$ cat config.mk
export PLATFORM = sky130hd
export DESIGN_NAME = ahb_conduit_bridge
export DESIGN_NICKNAME = d
export VERILOG_FILES = /design/src/rtl/ahb_pkg.sv /design/src/rtl/ahb_wstrb_gen.sv /design/src/rtl/ahb_conduit_bridge.sv
export SDC_FILE = /design/constraint.sdc
export NUM_CORES = 1
export LEC_CHECK = 0
export ABC_AREA = 0
export BUFFER_PORTS_ARGS = -buffer_cell sky130_fd_sc_hd__buf_2
export CAP_MARGIN = 0
export CORE_MARGIN = 4
export CORE_UTILIZATION = 30
export CTS_BUF_LIST = sky130_fd_sc_hd__clkbuf_2 sky130_fd_sc_hd__clkbuf_4 sky130_fd_sc_hd__clkbuf_8
export CTS_CLUSTER_DIAMETER = 120
export CTS_CLUSTER_SIZE = 12
export DETAILED_ROUTE_END_ITERATION = 16
export PLACE_DENSITY = 0.67
export SLEW_MARGIN = 40
export SYNTH_ARGS = -nofsm -noshare
export SYNTH_HDL_FRONTEND = slang
export SYNTH_SLANG_ARGS = --single-unit
$ cat constraint.sdc
create_clock -name hclk -period 4.5 [get_ports hclk]
set_clock_uncertainty 0.1 [all_clocks]
set_input_delay 1.125 -clock hclk [delete_from_list [all_inputs] [get_ports hclk]]
set_output_delay 1.125 -clock hclk [all_outputs]
set_load 0.01 [all_outputs]
$ cat src/rtl/ahb_pkg.sv
// Shared AHB-Lite encodings and the conduit bridge state type.
package ahb_pkg;

  localparam logic [1:0] HTRANS_IDLE   = 2'b00;
  localparam logic [1:0] HTRANS_BUSY   = 2'b01;
  localparam logic [1:0] HTRANS_NONSEQ = 2'b10;
  localparam logic [1:0] HTRANS_SEQ    = 2'b11;

  localparam logic [2:0] HSIZE_BYTE  = 3'd0;
  localparam logic [2:0] HSIZE_HALF  = 3'd1;
  localparam logic [2:0] HSIZE_WORD  = 3'd2;
  localparam logic [2:0] HSIZE_DWORD = 3'd3;

  typedef enum logic [2:0] {
    ST_IDLE,
    ST_XFER,
    ST_RESP,
    ST_ERR1,
    ST_ERR2
  } bridge_state_e;

endpackage

$ cat src/rtl/ahb_wstrb_gen.sv
// Byte-lane strobe, misalignment and oversize flags for one AHB address phase.
module ahb_wstrb_gen #(
  parameter  int unsigned DATA_WIDTH = 32,
  localparam int unsigned LANES      = DATA_WIDTH / 8,
  localparam int unsigned LANE_BITS  = $clog2(LANES)
) (
  input  logic [2:0]           hsize,
  input  logic [LANE_BITS-1:0] addr_lo,
  output logic [LANES-1:0]     wstrb_c,
  output logic                 misalign_c,
  output logic                 size_err_c
);

  int unsigned lo;
  int unsigned nbytes;

  assign lo     = 32'(addr_lo);
  assign nbytes = 32'd1 << hsize;

  // Strobe covers 2^hsize lanes starting at the low address bits.
  always_comb begin
    size_err_c = 32'(hsize) > LANE_BITS;
    misalign_c = 1'b0;
    wstrb_c    = '0;
    if (!size_err_c) begin
      misalign_c = (lo & (nbytes - 32'd1)) != 32'd0;
      for (int unsigned i = 0; i < LANES; i++) begin
        wstrb_c[i] = (i >= lo) && (i < lo + nbytes);
      end
    end
  end

endmodule

$ cat src/rtl/ahb_conduit_bridge.sv
// AHB-Lite slave turning pipelined transfers into req/ack transactions on a
// multi-channel conduit, with address-phase checks and a wait-state timeout.
module ahb_conduit_bridge
  import ahb_pkg::*;
#(
  parameter  int unsigned DATA_WIDTH = 32,
  parameter  int unsigned ADDR_WIDTH = 12,
  parameter  int unsigned NUM_CH     = 2,
  parameter  int unsigned TIMEOUT    = 16,
  localparam int unsigned STRB_W     = DATA_WIDTH / 8
) (
  input  logic                  hclk,
  input  logic                  hreset,
  input  logic                  hsel,
  input  logic [ADDR_WIDTH-1:0] haddr,
  input  logic [1:0]            htrans,
  input  logic [2:0]            hsize,
  input  logic [2:0]            hburst,
  input  logic                  hwrite,
  input  logic [DATA_WIDTH-1:0] hwdata,
  input  logic                  hready,
  output logic                  hreadyout,
  output logic                  hresp,
  output logic [DATA_WIDTH-1:0] hrdata,
  output logic                  con_req,
  output logic                  con_we,
  output logic [NUM_CH-1:0]     con_sel,
  output logic [ADDR_WIDTH-1:0] con_addr,
  output logic [STRB_W-1:0]     con_wstrb,
  output logic [DATA_WIDTH-1:0] con_wdata,
  input  logic [DATA_WIDTH-1:0] con_rdata,
  input  logic                  con_ack,
  input  logic                  con_slverr
);

  localparam int unsigned LANE_BITS = $clog2(STRB_W);
  localparam int unsigned CH_BITS   = $clog2(NUM_CH);
  localparam int unsigned CH_W      = (CH_BITS > 0) ? CH_BITS : 1;
  localparam int unsigned CNT_W     = $clog2(TIMEOUT + 1);

  bridge_state_e    state_q, state_d;
  logic [CNT_W-1:0] cnt_q, cnt_d;
  logic [CH_W-1:0]  ch;
  logic [NUM_CH-1:0] sel_c;
  logic [STRB_W-1:0] wstrb_c;
  logic misalign_c, size_err_c, ch_err_c, addr_err_c;
  logic ready_st_c, accept_c;
  logic load_addr_c, load_rdata_c;
  logic hreadyout_d, hresp_d, con_req_d;

  // hburst is irrelevant since every beat carries its own address.
  logic unused_inputs;
  assign unused_inputs = ^{hburst, htrans[0]};

  assign con_wdata = hwdata;

  ahb_wstrb_gen #(.DATA_WIDTH(DATA_WIDTH)) u_wstrb (
    .hsize      (hsize),
    .addr_lo    (haddr[LANE_BITS-1:0]),
    .wstrb_c    (wstrb_c),
    .misalign_c (misalign_c),
    .size_err_c (size_err_c)
  );

  // Channel index comes from the top address bits.
  generate
    if (CH_BITS == 0) begin : g_one_ch
      assign ch = '0;
    end else begin : g_multi_ch
      assign ch = haddr[ADDR_WIDTH-1 -: CH_BITS];
    end
  endgenerate

  assign ch_err_c   = 32'(ch) >= NUM_CH;
  assign addr_err_c = ch_err_c || size_err_c || misalign_c;

  always_comb begin
    sel_c = '0;
    for (int unsigned i = 0; i < NUM_CH; i++) begin
      sel_c[i] = (32'(ch) == i);
    end
  end

  assign ready_st_c = (state_q == ST_IDLE) || (state_q == ST_RESP) || (state_q == ST_ERR2);
  assign accept_c   = ready_st_c && hsel && hready && htrans[1];

  // Next state, timeout counter and next registered response.
  always_comb begin
    state_d      = state_q;
    cnt_d        = cnt_q;
    load_addr_c  = 1'b0;
    load_rdata_c = 1'b0;
    unique case (state_q)
      ST_IDLE, ST_RESP, ST_ERR2: begin
        if (!accept_c) begin
          state_d = ST_IDLE;
        end else if (addr_err_c) begin
          state_d = ST_ERR1;
        end else begin
          state_d     = ST_XFER;
          cnt_d       = '0;
          load_addr_c = 1'b1;
        end
      end
      ST_XFER: begin
        if (con_ack) begin
          state_d      = con_slverr ? ST_ERR1 : ST_RESP;
          load_rdata_c = !con_slverr && !con_we;
        end else if (cnt_q == CNT_W'(TIMEOUT - 1)) begin
          state_d = ST_ERR1;
        end else if (cnt_q != CNT_W'(TIMEOUT)) begin
          cnt_d = cnt_q + CNT_W'(1);
        end
      end
      ST_ERR1: state_d = ST_ERR2;
      default: state_d = ST_IDLE;
    endcase
    hreadyout_d = (state_d == ST_IDLE) || (state_d == ST_RESP) || (state_d == ST_ERR2);
    hresp_d     = (state_d == ST_ERR1) || (state_d == ST_ERR2);
    con_req_d   = (state_d == ST_XFER);
  end

  always_ff @(posedge hclk) begin
    if (hreset) begin
      state_q   <= ST_IDLE;
      cnt_q     <= '0;
      hreadyout <= 1'b1;
      hresp     <= 1'b0;
      hrdata    <= '0;
      con_req   <= 1'b0;
      con_we    <= 1'b0;
      con_sel   <= '0;
      con_addr  <= '0;
      con_wstrb <= '0;
    end else begin
      state_q   <= state_d;
      cnt_q     <= cnt_d;
      hreadyout <= hreadyout_d;
      hresp     <= hresp_d;
      con_req   <= con_req_d;
      if (load_addr_c) begin
        con_we    <= hwrite;
        con_sel   <= sel_c;
        con_addr  <= haddr;
        con_wstrb <= wstrb_c;
      end
      if (load_rdata_c) begin
        hrdata <= con_rdata;
      end
    end
  end

endmodule
==> impl_metrics.tcl <==
set metrics [dict create \
    io_buffers 108 \
    power.leakage_nw 1.45 \
    placement_rows 34 \
    critical-path-top-delay-family "compound AO/OA/AOI/OAI gates" \
    i_o_pin_count 177 \
    yosys_most_used_dff "sky130_fd_sc_hd__dfxtp_1" \
    setup_viol_count_final 0 \
    detail_route.wl_per_cell_microns 12.4 \
    post_cts_buffers 0 \
    fin_area_sq_um 3310 \
    min_path_type "reg -> reg" \
    cts_num_sinks 61 \
    timing.critical_path.cells "buf_2 -> or3_1 -> inv_1 -> ha_1 -> inv_1 -> fa_1 -> a2111oi_0 -> a22oi_1 -> o211ai_1 -> a21oi_1" \
    synth_edf_count 0 \
    run_status "finished, final reports clean" \
    globalplace.congestion 0.739 \
    timing.critical_path.from_type "input port" \
    power-per-cell-area_nw_per_um2 356 \
    syn_nets 432 \
    cp_data_arrival_time_ns 3.31 \
    fillCellCount 918 \
    avgViaCountPerCell 4.56 \
    critical_path_max_stage_delay_ns 0.47 \
    die_area_sq_um 10500 \
    crit_buf_inv 3 \
    min_period_over_period 0.715 \
    final_nets 504 \
    max_cap_violations 0 \
    starting_utilization_of_the_core_area 0.308 \
    timing.critical_path.to_type "flip-flop" \
    final_hold_vio_count 0 \
    critical_path_peak_fanout 4 \
    clock_tree.root_cell "sky130_fd_sc_hd__clkbuf_8" \
    flow.area_growth_from_synthesis_pct 23.1 \
    maximum_number_of_pins_on_one_net_before_global_route_repair 55 \
    netlist_area_sq_um 2690 \
    yosys_warnings 0 \
    rsz0062_at_grt "false" \
    timing.critical_path.required_ns 4.59 \
    yosys_register_bits 61 \
    final_period_minus_worst_setup_slack_ns 3.22 \
    timing_max_transition_violations_final 0 \
    syn_inst 334 \
    finalWirelength_mm 6.45 \
    critPathKind "in -> reg" \
    layout-drive-gt1-share 0.328 \
    worst_slew_pin_slew_ns 0.657 \
    htree_levels 3 \
    f_max_mhz 311 \
    fin_ws_ns 1.28 \
    antenna_found_initial 0 \
    ctsResizeCount 0 \
    synth.lib_cells_used.distinct 42 \
    async_flop_share 0 \
    detailed_place.area_sq_um 3070 \
    design.core.area_sq_um 8720 \
    drt-initial-drc-count 63 \
    post_cts_hold_buffer_count 0 \
    syn_area_per_cell_sq_um 8.05 \
    vias 2366 \
    horiz_die_dim_microns 103 \
    max_stage_delay_cell_worst_path "sky130_fd_sc_hd__a2111oi_0" \
    gr-usage-all-layers 0.122 \
    cts_buffer_depth 2 \
    final_core_util 0.380 \
    grt_pass1_vias 2198 \
    antenna_cells 0 \
    first_pass_iters 4 \
    timing.slew.headroom 0.561 \
    globalRouteOverflowTotal 0 \
    final_common_cell "sky130_fd_sc_hd__buf_2" \
    place.detailed.hpwl_mm 4.71 \
    most-common-layout-cells "108 x sky130_fd_sc_hd__buf_2, 105 x sky130_fd_sc_hd__nand2_1, 61 x sky130_fd_sc_hd__dfxtp_1" \
    power.ir.vdd_worst_mv 0.184 \
    place_worst_setup_slack_ns 0.931 \
    clk_transition_reported_paths_ns 0.07 \
    dieHeight_microns 103 \
    detail_route.drc_violations 0 \
    postRouteAntennaNets 0 \
    final.setup.tns_ns 0 \
    cts_inserted_buffers 9 \
    cts_tree "yes" \
    ys_seq_area_frac 0.454 \
    crit_path_top_cell_by_count "sky130_fd_sc_hd__inv_1" \
    grt_pass1_wl_mm 10.1 \
    insertion_delay_ns 0.33 \
]
==> per-layer routing <==
layer | wire (microns) | share of wire | vias to the layer above | global-route usage
met5 | 0 | 0 | - | 0
met4 | 95 | 0.015 | 0 | 0.0404
met3 | 641 | 0.099 | 12 | 0.0575
met2 | 3030 | 0.47 | 86 | 0.196
met1 | 2690 | 0.42 | 1055 | 0.145
li1 | - | - | 1213 | -
==> cell type report <==
cell class              instances  area [sq um]  share of cell area
clock inverters                 4          70.1              0.0212
multi-input cells             211          1120               0.337
repair buffers                111           563               0.170
inverters                      12          45.0              0.0136
clock buffers                  12           159              0.0480
well taps                     108           135              0.0408
flip-flops and latches         61          1220               0.369
==> worst register-to-register path: stages, from the launching register on <==
cell and delay, ns:
sky130_fd_sc_hd__dfxtp_1 0.33, sky130_fd_sc_hd__nand4b_1 0.28, sky130_fd_sc_hd__or4_4 0.70, sky130_fd_sc_hd__or4_1 0.47
sky130_fd_sc_hd__o22ai_2 0.11
==> cells by family after synthesis <==
kind of cell	share of synthesized area
buf+inv	0.136
fa+ha+maj	0.0353
mux	0.00372
simple gates	0.214
flops	0.454
compound gates	0.157
==> final timing paths <==
| path | slack [ns] | startpoint | cells after the start | end |
|---|---|---|---|---|
| setup / recovery | 1.28 | hsize[2] | 10 | con_wstrb[1]$_SDFFE_PP0P_ |
| hold / removal | 0.35 | hrdata[2]$_SDFFE_PP0P_ | 2 | hrdata[2]$_SDFFE_PP0P_ |
| setup reg to reg | 2.42 | state_q[0]$_SDFF_PP0_ | 4 | con_wstrb[0]$_SDFFE_PP0P_ |
| hold reg to reg | 0.35 | hrdata[2]$_SDFFE_PP0P_ | 2 | hrdata[2]$_SDFFE_PP0P_ |
==> registers in the layout (all words and copies together) (netlist names), 2 cells and up <==
name	count
hrdata	32
con_addr	11
cnt_q	5
con_wstrb	4
state_q	3
con_sel	2
==> power breakdown <==
group | leakage (nW) | total [mW] | internal, mW | switching [mW]
logic | 0.839 | 0.0784 | 0.0352 | 0.0432
clock network | 0.120 | 0.548 | 0.347 | 0.202
registers | 0.492 | 0.551 | 0.547 | 0.00374
total | 1.45 | 1.18 | 0.929 | 0.249
==> Yosys cell counts, types with 2 or more instances <==
library cell                  n  share of area
sky130_fd_sc_hd__dfxtp_1     61           0.45
sky130_fd_sc_hd__and2_1       2         0.0047
sky130_fd_sc_hd__a2111o_1     2         0.0084
sky130_fd_sc_hd__nor3b_1      2         0.0056
sky130_fd_sc_hd__inv_1       12          0.017
sky130_fd_sc_hd__a21oi_1     52          0.097
sky130_fd_sc_hd__nand2b_1     2         0.0047
sky130_fd_sc_hd__or3_1        2         0.0047
sky130_fd_sc_hd__nand2_1    105           0.15
sky130_fd_sc_hd__a2111oi_0    2         0.0065
sky130_fd_sc_hd__buf_4       33          0.092
sky130_fd_sc_hd__nand3_1      3         0.0056
sky130_fd_sc_hd__clkbuf_1    15          0.021
sky130_fd_sc_hd__nor2_1       6         0.0084
sky130_fd_sc_hd__o2111ai_1    2         0.0065
sky130_fd_sc_hd__o211ai_1     2         0.0056
sky130_fd_sc_hd__ha_1         6          0.028
==> stage by stage <==
| step | hold slack [ns] | cells | power (mW) |
|---|---|---|---|
| CTS | 0.354 | 519 | 1.20 |
| global route | 0.374 | 519 | 1.24 |
| global placement | 0.338 | 503 | 0.640 |
| detailed placement | 0.344 | 503 | 0.642 |
| floorplan | 0.362 | 334 | 0.631 |
| finish | 0.352 | 519 | 1.18 |
Note: power is estimated with default switching activity, not from simulation.
